$ cat src/rtl/pong_vga_renderer.sv
// pong_vga_renderer
//   Display stage of the pong core. Generates 640x480@60 VGA timing from
//   the pixel clock and draws ball, two paddles and the centre net on a
//   160x120 grid of 4x4 px cells. The four positions are copied into shadow
//   registers at the start of vblank. The shadow copy drives every pixel of
//   the next frame, so a frame never shows a half-updated position.
//
//   Ports
//     clk, rst_n       pixel clock, async active-low reset
//     ena              low freezes counters/shadows and idles all outputs
//     ball_x/ball_y    ball cell position
//     left_paddle_y    left paddle centre row (cells)
//     right_paddle_y   right paddle centre row (cells)
//     hsync/vsync      active-low syncs
//     display_on       visible area flag
//     red/green/blue   2-bit colour
//     frame_tick       one-cycle pulse at vblank start (advances game core)
//   All outputs are registered: one cycle after the counter state they show.

// Paddle vertical range test. The bounds are built in 9 bits so that the
// upper bound can pass 255. The lower bound clamps at 0 instead of wrapping.
module pong_paddle_hit #(
    parameter int CW     = 11,
    parameter int EXTENT = 6
) (
    input  logic [7:0]    paddle_y,
    input  logic [CW-1:0] cy,
    output logic          hit
);
    logic [8:0] lo;
    logic [8:0] hi;

    always_comb begin
        lo  = ({1'b0, paddle_y} < 9'(EXTENT)) ? 9'd0 : {1'b0, paddle_y} - 9'(EXTENT);
        hi  = {1'b0, paddle_y} + 9'(EXTENT);
        hit = (cy >= CW'(lo)) && (cy <= CW'(hi));
    end
endmodule

module pong_vga_renderer #(
    parameter int H_VISIBLE     = 640,
    parameter int H_FRONT       = 16,
    parameter int H_SYNC        = 96,
    parameter int H_BACK        = 48,
    parameter int V_VISIBLE     = 480,
    parameter int V_FRONT       = 10,
    parameter int V_SYNC        = 2,
    parameter int V_BACK        = 33,
    parameter int CELL_SHIFT    = 2,
    parameter int PADDLE_EXTENT = 6
) (
    input  logic       clk,
    input  logic       rst_n,
    input  logic       ena,
    input  logic [7:0] ball_x,
    input  logic [7:0] ball_y,
    input  logic [7:0] left_paddle_y,
    input  logic [7:0] right_paddle_y,
    output logic       hsync,
    output logic       vsync,
    output logic       display_on,
    output logic [1:0] red,
    output logic [1:0] green,
    output logic [1:0] blue,
    output logic       frame_tick
);
    localparam int H_TOTAL   = H_VISIBLE + H_FRONT + H_SYNC + H_BACK;
    localparam int V_TOTAL   = V_VISIBLE + V_FRONT + V_SYNC + V_BACK;
    localparam int HW        = $clog2(H_TOTAL);
    localparam int VW        = $clog2(V_TOTAL);
    localparam int CW        = ((HW > VW) ? HW : VW) + 1;
    localparam int GRID_W    = H_VISIBLE >> CELL_SHIFT;
    localparam int RIGHT_COL = GRID_W - 2;
    localparam int NET_COL   = GRID_W / 2;

    typedef struct packed {
        logic [7:0] bx;
        logic [7:0] by;
        logic [7:0] lp;
        logic [7:0] rp;
    } pos_t;

    logic [HW-1:0] h_cnt;
    logic [VW-1:0] v_cnt;
    pos_t          shadow;

    logic          h_last, v_last, latch;
    logic          vis, hs_nxt, vs_nxt;
    logic [CW-1:0] cx, cy;
    logic          ball_hit, net_hit, paddle_on;
    logic [5:0]    rgb_nxt;
    logic [1:0][7:0] pad_y;
    logic [1:0]      pad_hit;

    assign h_last = (h_cnt == HW'(H_TOTAL - 1));
    assign v_last = (v_cnt == VW'(V_TOTAL - 1));
    assign latch  = (h_cnt == '0) && (v_cnt == VW'(V_VISIBLE));

    always_ff @(posedge clk or negedge rst_n) begin
        if (!rst_n) begin
            h_cnt <= '0;
            v_cnt <= '0;
        end else if (ena) begin
            if (h_last) begin
                h_cnt <= '0;
                v_cnt <= v_last ? '0 : v_cnt + 1'b1;
            end else begin
                h_cnt <= h_cnt + 1'b1;
            end
        end
    end

    always_ff @(posedge clk or negedge rst_n) begin
        if (!rst_n)
            shadow <= '0;
        else if (ena && latch)
            shadow <= '{bx: ball_x, by: ball_y, lp: left_paddle_y, rp: right_paddle_y};
    end

    // index 0 = left paddle, index 1 = right paddle
    assign pad_y = {shadow.rp, shadow.lp};

    for (genvar i = 0; i < 2; i++) begin : g_pad
        pong_paddle_hit #(.CW(CW), .EXTENT(PADDLE_EXTENT)) u_hit (
            .paddle_y (pad_y[i]),
            .cy       (cy),
            .hit      (pad_hit[i])
        );
    end

    always_comb begin
        vis    = (h_cnt < HW'(H_VISIBLE)) && (v_cnt < VW'(V_VISIBLE));
        hs_nxt = !((h_cnt >= HW'(H_VISIBLE + H_FRONT)) &&
                   (h_cnt <  HW'(H_VISIBLE + H_FRONT + H_SYNC)));
        vs_nxt = !((v_cnt >= VW'(V_VISIBLE + V_FRONT)) &&
                   (v_cnt <  VW'(V_VISIBLE + V_FRONT + V_SYNC)));
        cx     = CW'(h_cnt >> CELL_SHIFT);
        cy     = CW'(v_cnt >> CELL_SHIFT);

        ball_hit  = (cx == CW'(shadow.bx)) && (cy == CW'(shadow.by));
        paddle_on = ((cx == CW'(1))         && pad_hit[0]) ||
                    ((cx == CW'(RIGHT_COL)) && pad_hit[1]);
        // dashed net: lit on alternating groups of four cell rows
        net_hit   = (cx == CW'(NET_COL)) && !cy[2];

        rgb_nxt = 6'b00_00_00;
        if (vis) begin
            if (ball_hit)       rgb_nxt = 6'b11_11_00;
            else if (paddle_on) rgb_nxt = 6'b11_11_11;
            else if (net_hit)   rgb_nxt = 6'b01_01_01;
        end
    end

    always_ff @(posedge clk or negedge rst_n) begin
        if (!rst_n) begin
            hsync      <= 1'b1;
            vsync      <= 1'b1;
            display_on <= 1'b0;
            red        <= '0;
            green      <= '0;
            blue       <= '0;
            frame_tick <= 1'b0;
        end else if (!ena) begin
            hsync      <= 1'b1;
            vsync      <= 1'b1;
            display_on <= 1'b0;
            red        <= '0;
            green      <= '0;
            blue       <= '0;
            frame_tick <= 1'b0;
        end else begin
            hsync      <= hs_nxt;
            vsync      <= vs_nxt;
            display_on <= vis;
            {red, green, blue} <= rgb_nxt;
            frame_tick <= latch;
        end
    end
endmodule

$ cat config.mk
export PLATFORM = sky130hd
export DESIGN_NAME = pong_vga_renderer
export DESIGN_NICKNAME = d
export VERILOG_FILES = /design/src/rtl/pong_vga_renderer.sv
export SDC_FILE = /design/constraint.sdc
export NUM_CORES = 1
export LEC_CHECK = 0
export ABC_CLOCK_PERIOD_IN_PS = 2800
export CORE_ASPECT_RATIO = 0.8
export CORE_MARGIN = 4
export CORE_UTILIZATION = 52
export CTS_CLUSTER_DIAMETER = 80
export DETAILED_ROUTE_END_ITERATION = 6
export GPL_TIMING_DRIVEN = 0
export PLACE_DENSITY = 0.76
export SYNTH_ARGS = -nofsm -noshare
export SYNTH_HDL_FRONTEND = slang
export SYNTH_HIERARCHICAL = 1
export SYNTH_SLANG_ARGS = --single-unit
$ cat constraint.sdc
create_clock -name clk -period 2.8 [get_ports clk]
set_input_delay 0.42 -clock clk [delete_from_list [all_inputs] [get_ports clk]]
set_output_delay 0.42 -clock clk [all_outputs]
set_load 0.02 [all_outputs]
==> results.py, run 1 <==
metrics = {
    "routing": {
        "wl_um": 10400,
        "vias": 3542,
        "ant_nets": 0,
        "drc": 0,
        "first_pass_iters": 4,
        "wl_per_cell_um": 16.7,
        "drt-vias-per-instance": 5.69,
        "initialDrtViolationCount": 135,
    },
    "power": {
        "vdd_drop_max_uv": 529,
        "powerDensity_nw_per_um2": 443,
        "p_leak_nw": 2.31,
    },
    "critical_path": {
        "slowest_delay_ns": 0.56,
        "path_max_fanout": 6,
        "cpLargestDelayFamily": "simple AND/OR/NAND/NOR gates",
        "crit_chain": "buf_4 > o2111ai_2 > or2_2 > ha_4 > a2111o_1 > or4_4 > a32oi_2 > nand2_1 > nor3_2 > o21ai_2 > a211oi_2",
        "start_kind": "flop",
        "timing.critical_path.to_type": "flop",
        "critPathBufInv": 1,
        "reg2reg_from": "pad_y[1]",
        "crit_arrival_ns": 3.43,
        "critPathRequiredTime_ns": 3.04,
        "crit_type": "flop to flop",
        "slowest_stage": "or4_4",
        "crit_start": "pad_y[1]",
    },
    "die": {
        "die_h_um": 88.0,
        "dieArea_um2": 9510,
        "start_util_pct": 54.8,
        "die_x_um": 108,
        "core_area_um2": 7600,
        "io_pins": 45,
        "rows": 28,
    },
    "clock_network": {
        "cts_tree": "yes",
        "cts.sinks": 60,
        "cts_hold_buf": 0,
        "cts_max_level": 3,
        "cts_root_buf": "clkbuf_8",
        "cts_buffer_depth": 2,
        "clock_latency_ns": 0.34,
        "numCtsBuffers": 9,
        "path_clk_slew_ns": 0.07,
    },
    "timing": {
        "setup_viol": 4,
        "fin_skew_ns": 0.0105,
        "whs_ns": 0.114,
        "layout_setup_ws_ns": -0.386,
        "final_max_slew_viol_count": 0,
        "period_share_pct": 114,
        "finalHoldViolCount": 0,
        "finalCriticalPeriod_ns": 3.19,
        "worstMarginPinSlew_ns": 0.702,
        "fmax_mhz": 314,
        "max_slew_margin_pct": 52.0,
        "rsz0062_at_grt": "yes",
    },
    "placed_design": {
        "place_area_um2": 4820,
        "place_congestion": 0.836,
        "dp_hpwl_um": 7290,
        "port_buffers": 43,
        "dp.cells": 589,
    },
    "logic_synthesis": {
        "ys_dominant_reg_cell": "dfrtp_1",
        "syn_inst": 425,
        "synth-async-reset-ratio_pct": 100,
        "synth_edf_count": 0,
        "synthDistinctLibCells": 47,
        "synth-seq-area-share_pct": 36.1,
        "synth_area_per_cell_um2": 9.79,
        "ys_seq_elements": 60,
        "ys_warn_count": 6,
        "syn_area_um2": 4160,
    },
    "cells_and_area": {
        "area_growth_pct": 28.3,
        "final_cells": 622,
        "fin_area_um2": 5340,
        "antenna_cells": 0,
        "nNetsFinal": 591,
        "drive_gt1_share_pct": 24.0,
    },
    "job": {
        "maxCapViolCount": 0,
    },
    "outcome": {
        "violations": "setup timing",
        "outcome": "complete, but fails checks",
    },
    "global_route": {
        "grtUsageTotal_pct": 23.3,
        "grt_pass1_wl_um": 17200,
        "grt_pass1_vias": 3707,
        "antenna_found_initial": 0,
        "grt-ovfl-total": 0,
        "grt_max_degree": 33,
    },
    "hold_path": {
        "hp-class": "primary input to asynchronous set/reset pin",
    },
}
-- final timing paths --
kind | to | slack, ns | cells past startpoint
max | blue[0] | -0.39 | 11
max reg2reg | blue[0] | -0.39 | 11
max in group asynchronous | vsync | 2.02 | 2
min in group clk | h_cnt[0] | 0.49 | 3
min | h_cnt[5] | 0.11 | 1
min reg2reg | vsync | 0.50 | 1
-- what timing repair did --
action | 4_1_cts | 5_1_grt
buffers inserted | 16 | 3
endpoints found under the setup margin | 4 | 4
pin swaps | 9 | 0
gates resized for setup | 32 | 2
hold endpoints to repair | 0 | 0
-- sequential cells by signal (all words and copies together) (netlist names), 2 cells and up --
register	count
green	2
v_cnt	10
h_cnt	10
pad_y	16
blue	2
shadow	16
-- cell type report --
type / count / area [um^2]
Multi-Input combinational cell: 341 / 2680
Inverter: 17 / 63.8
Sequential cell: 60 / 1510
Timing Repair Buffer: 63 / 588
Buffer: 20 / 143
Clock buffer: 9 / 124
Fill cell: 607 / 2260
Clock inverter: 7 / 100
Tap cell: 105 / 131
-- power by group --
| part | switching, W | total [W] | internal (W) |
|---|---|---|---|
| Sequential | 0.0000514 | 0.000977 | 0.000926 |
| Clock | 0.000373 | 0.000879 | 0.000507 |
| Combinational | 0.000279 | 0.000510 | 0.000231 |
-- per-stage QoR --
| stage | power (W) | worst slack, ns | utilization (%) | setup TNS (ns) |
|---|---|---|---|---|
| finish | 0.00237 | -0.386 | 70.3 | -1.45 |
| floorplan | 0.00129 | -0.0384 | - | -0.103 |
| global route | 0.00249 | -0.534 | 70.3 | -2.08 |
| CTS | 0.00236 | -0.305 | 69.8 | -1.10 |
| global placement | 0.00142 | -0.562 | 63.2 | -34.34 |
| detailed placement | 0.00145 | -0.541 | 63.3 | -1.92 |
-- layout by cell type (no fill, tap or decap), types with 3 or more instances in the layout --
| cell type | count |
|---|---|
| nand3b_1 | 3 |
| mux2_2 | 31 |
| nor3_1 | 12 |
| or2_2 | 4 |
| and4_1 | 4 |
| xnor2_1 | 9 |
| inv_2 | 3 |
| a211oi_1 | 3 |
| clkbuf_1 | 9 |
| clkbuf_8 | 11 |
| dfrtp_2 | 5 |
| nor4_1 | 11 |
| ha_2 | 3 |
| inv_1 | 14 |
| nor2b_1 | 7 |
| a31oi_1 | 3 |
| clkinv_4 | 3 |
| a21oi_1 | 23 |
| or3_1 | 3 |
| nand3_1 | 19 |
| buf_4 | 21 |
| nand4_1 | 14 |
| nand2_1 | 31 |
| buf_6 | 5 |
| or4_4 | 4 |
| conb_1 | 16 |
| ha_4 | 6 |
| o22ai_1 | 3 |
| o21ai_0 | 15 |
| nor2_1 | 13 |
| xor2_1 | 29 |
| nand2b_1 | 4 |
| ha_1 | 35 |
| clkdlybuf4s50_1 | 42 |
| buf_2 | 3 |
| dfrtp_1 | 53 |
-- kinds of logic after synthesis --
family	Yosys count	share of synthesized area (%)
DFF	60	36.1
other	1	0.0901
adders and majority gates	44	13.2
and+or+nand+nor	145	19.6
xor gates and xnor gates	38	8.00
AOI/OAI and AO/OA	65	9.44
buffers and inverters	39	4.66
muxes	33	8.90
-- worst register-to-register path: cells and delay by family (launching register included) --
family	cells	cell delay, ns
AO/OA/AOI/OAI	5	1.10
adder cells (fa/ha/maj)	1	0.23
buffers and inverters	1	0.14
flip-flops	1	0.44
AND/OR/NAND/NOR	4	1.20
-- cells in the mapped netlist (all sizes together), types with 2 or more instances --
library cell   n  area share [%]
a211oi         5            0.90
dfrtp         58              35
nor4          11             1.7
clkbuf        11            0.99
nand2         31             2.8
nand3b         3            0.54
a32oi          2            0.42
dfstp          2             1.3
nand2b         4            0.60
or3            5            0.99
mux2          32             8.7
o2111ai        2            0.42
o31ai          2            0.36
nor2          15             1.4
nor2b          7             1.1
or4            5             1.2
o22ai          3            0.45
nand4         14             2.1
a31oi          4            0.60
o21ai         18             2.2
xnor2          9             1.9
and4           4            0.84
inv           17             1.5
nand3         20             2.4
a2111oi        2            0.42
buf           11             2.1
nor3          14             2.0
a21oi         23             2.8
nor4bb         2            0.48
and3           2            0.30
or2            5            0.75
ha            44              13
a2111o         2            0.54
xor2          29             6.1
and2           3            0.57
-- metal layers --
layer / vias up / part of all wire (%) / track usage (%)
met5: - / 0 / 0
met4: 0 / 1.6 / 8.03
met3: 16 / 5.8 / 5.45
met2: 101 / 50 / 40.8
met1: 1720 / 42 / 28.4
li1: 1705 / - / -
No activity file was read; power rests on OpenSTA's default activity.
==> inputs of run 2 (changes only) <==
--- a/config.mk
+++ b/config.mk
@@ -10,10 +10,12 @@
 export CORE_MARGIN = 4
 export CORE_UTILIZATION = 52
 export CTS_CLUSTER_DIAMETER = 80
+export CTS_CLUSTER_SIZE = 40
 export DETAILED_ROUTE_END_ITERATION = 6
 export GPL_TIMING_DRIVEN = 0
-export PLACE_DENSITY = 0.76
+export PLACE_DENSITY_LB_ADDON = 0.1
 export SYNTH_ARGS = -nofsm -noshare
 export SYNTH_HDL_FRONTEND = slang
 export SYNTH_HIERARCHICAL = 1
 export SYNTH_SLANG_ARGS = --single-unit
+export TNS_END_PERCENT = 5
==> run 2 against run 1 <==
Against the previous run:
- the flow still finishes with violations (setup timing)
- combinational power decreased by 5.3%
- hold slack lost 0.013 ns
- clock power increased by 1%
- cell area is 2.7% lower
==> results.py, run 2 (synthesized netlist as in run 1, its figures left out) <==
metrics = {
    "critical_path": {
        "endpoint": "blue[0]",
        "critPathRequiredTime_ns": 3.05,
        "crit_arrival_ns": 3.46,
        "r2r_slack_ns": -0.41,
        "timing.critical_path.to_type": "flop",
        "crit_start": "pad_y[9]",
        "r2r_cells": 12,
        "reg2reg_from": "pad_y[9]",
        "start_kind": "flop",
        "path_max_fanout": 7,
        "r2r_end": "blue[0]",
        "crit_type": "flop to flop",
    },
    "clock_network": {
        "path_clk_slew_ns": 0.07,
        "cts_root_buf": "clkbuf_8",
        "cts_tree": "yes",
        "clock_latency_ns": 0.34,
        "cts.sinks": 60,
        "cts_max_level": 3,
        "numCtsBuffers": 9,
        "cts_buffer_depth": 2,
    },
    "power": {
        "total_power_w": 0.00235,
        "p_leak_nw": 2.24,
        "vdd_drop_max_uv": 274,
        "powerDensity_nw_per_um2": 451,
    },
    "placed_design": {
        "port_buffers": 43,
        "place_congestion": 0.859,
        "dp_hpwl_um": 7120,
    },
    "outcome": {
        "violations": "setup timing",
        "outcome": "complete, but fails checks",
    },
    "timing": {
        "finalCriticalPeriod_ns": 3.21,
        "setup_viol": 4,
        "final_max_slew_viol_count": 0,
        "worstMarginPinSlew_ns": 0.645,
        "fin_skew_ns": 0.00854,
        "rsz0062_at_grt": "yes",
        "fmax_mhz": 312,
        "max_slew_margin_pct": 57.0,
        "whs_ns": 0.101,
        "finalHoldViolCount": 0,
        "layout_setup_ws_ns": -0.410,
        "period_share_pct": 115,
    },
    "routing": {
        "drt-vias-per-instance": 5.69,
        "wl_um": 9820,
        "wl_per_cell_um": 16.1,
        "vias": 3473,
        "drc": 0,
        "initialDrtViolationCount": 187,
        "ant_nets": 0,
        "first_pass_iters": 4,
    },
    "die": {
        "rows": 28,
        "die_h_um": 88.0,
        "die_x_um": 108,
        "io_pins": 45,
        "dieArea_um2": 9510,
        "start_util_pct": 54.8,
        "core_area_um2": 7600,
    },
    "global_route": {
        "grtUsageTotal_pct": 22.0,
        "grt_pass1_vias": 3483,
        "antenna_found_initial": 0,
        "grt_max_degree": 35,
        "grt-ovfl-total": 0,
        "grt_pass1_wl_um": 16400,
    },
    "cells_and_area": {
        "layout_common_cells": "dfrtp_1 (54), clkdlybuf4s50_1 (42), ha_1 (40)",
        "drive_gt1_share_pct": 20.2,
        "final_common_cell": "dfrtp_1",
        "nNetsFinal": 579,
        "antenna_cells": 0,
        "area_growth_pct": 24.9,
    },
    "job": {
        "maxCapViolCount": 0,
    },
    "hold_path": {
        "hp-class": "primary input to asynchronous set/reset pin",
    },
}
-- run 2: changes by cell type in the layout (fill, tap and decap cells not counted), sizes merged --
cell / change
buf: -12
clkinvlp: +2
clkbuf: +2
clkinv: -4
-- run 2: final cells by class --
cell class / count / area, um^2
clock buffer: 11 / 141
clock inverter: 5 / 83.8
fill: 595 / 2400
tap: 105 / 131
buffer: 21 / 141
multi-input combinational: 341 / 2640
sequential: 60 / 1510
inverter: 17 / 63.8
timing repair buffer: 50 / 490
-- run 2: worst min path at each step --
stage               cells after the start  endpoint  startpoint  slack, ns
detailed placement                      1  h_cnt[6]       rst_n       0.49
global route                            1  h_cnt[6]       rst_n       0.15
CTS                                     1  h_cnt[6]       rst_n       0.12
global placement                        1  pad_y[6]    pad_y[6]       0.47
finish                                  1  h_cnt[6]       rst_n       0.10
floorplan                               0   blue[0]       rst_n       0.12
-- run 2: metrics by stage --
step / TNS, ns / setup WS [ns] / utilization [%] / std cells / instance area [um^2]
6_report: -1.49 / -0.410 / 68.4 / 610 / 5200
5_1_grt: -2.09 / -0.556 / 68.4 / 610 / 5200
4_1_cts: -1.51 / -0.389 / 66.8 / 607 / 5080
3_5_place_dp: -1.83 / -0.487 / 63.3 / 589 / 4820
3_3_place_gp: -36.86 / -0.608 / 63.2 / 588 / 4800
2_1_floorplan: -0.103 / -0.0384 / - / 440 / 4240
-- run 2: timing repair --
action,4_1_cts,5_1_grt
endpoints found under the hold margin,0,0
gates resized for setup,8,17
setup buffers,2,4
setup endpoints to repair,4,4
hold buffers,0,0
pin swaps,2,7
-- run 2: per-layer routing --
layer	global-route usage [%]	routed length (um)
met1	29.8	4620
met2	35.0	4590
met3	4.79	463
met4	7.80	147
met5	0	0
-- run 2: power breakdown --
part,switching (W),total (W),internal (W)
Combinational,0.000267,0.000483,0.000216
Clock,0.000361,0.000890,0.000529
Sequential,0.0000461,0.000972,0.000926
Total,0.000674,0.00235,0.00167
-- run 2: critical path, stage by stage, from the launching register on --
cell and delay [ns]:
dfrtp_2 0.46, ha_1 0.26, or3_4 0.36, or4_4 0.46, and2_4 0.18, ha_1 0.26, nor2b_1 0.04, o21ai_0 0.19
nand4_1 0.13, a32oi_2 0.22, nand4_1 0.16, buf_4 0.20, a211oi_2 0.21
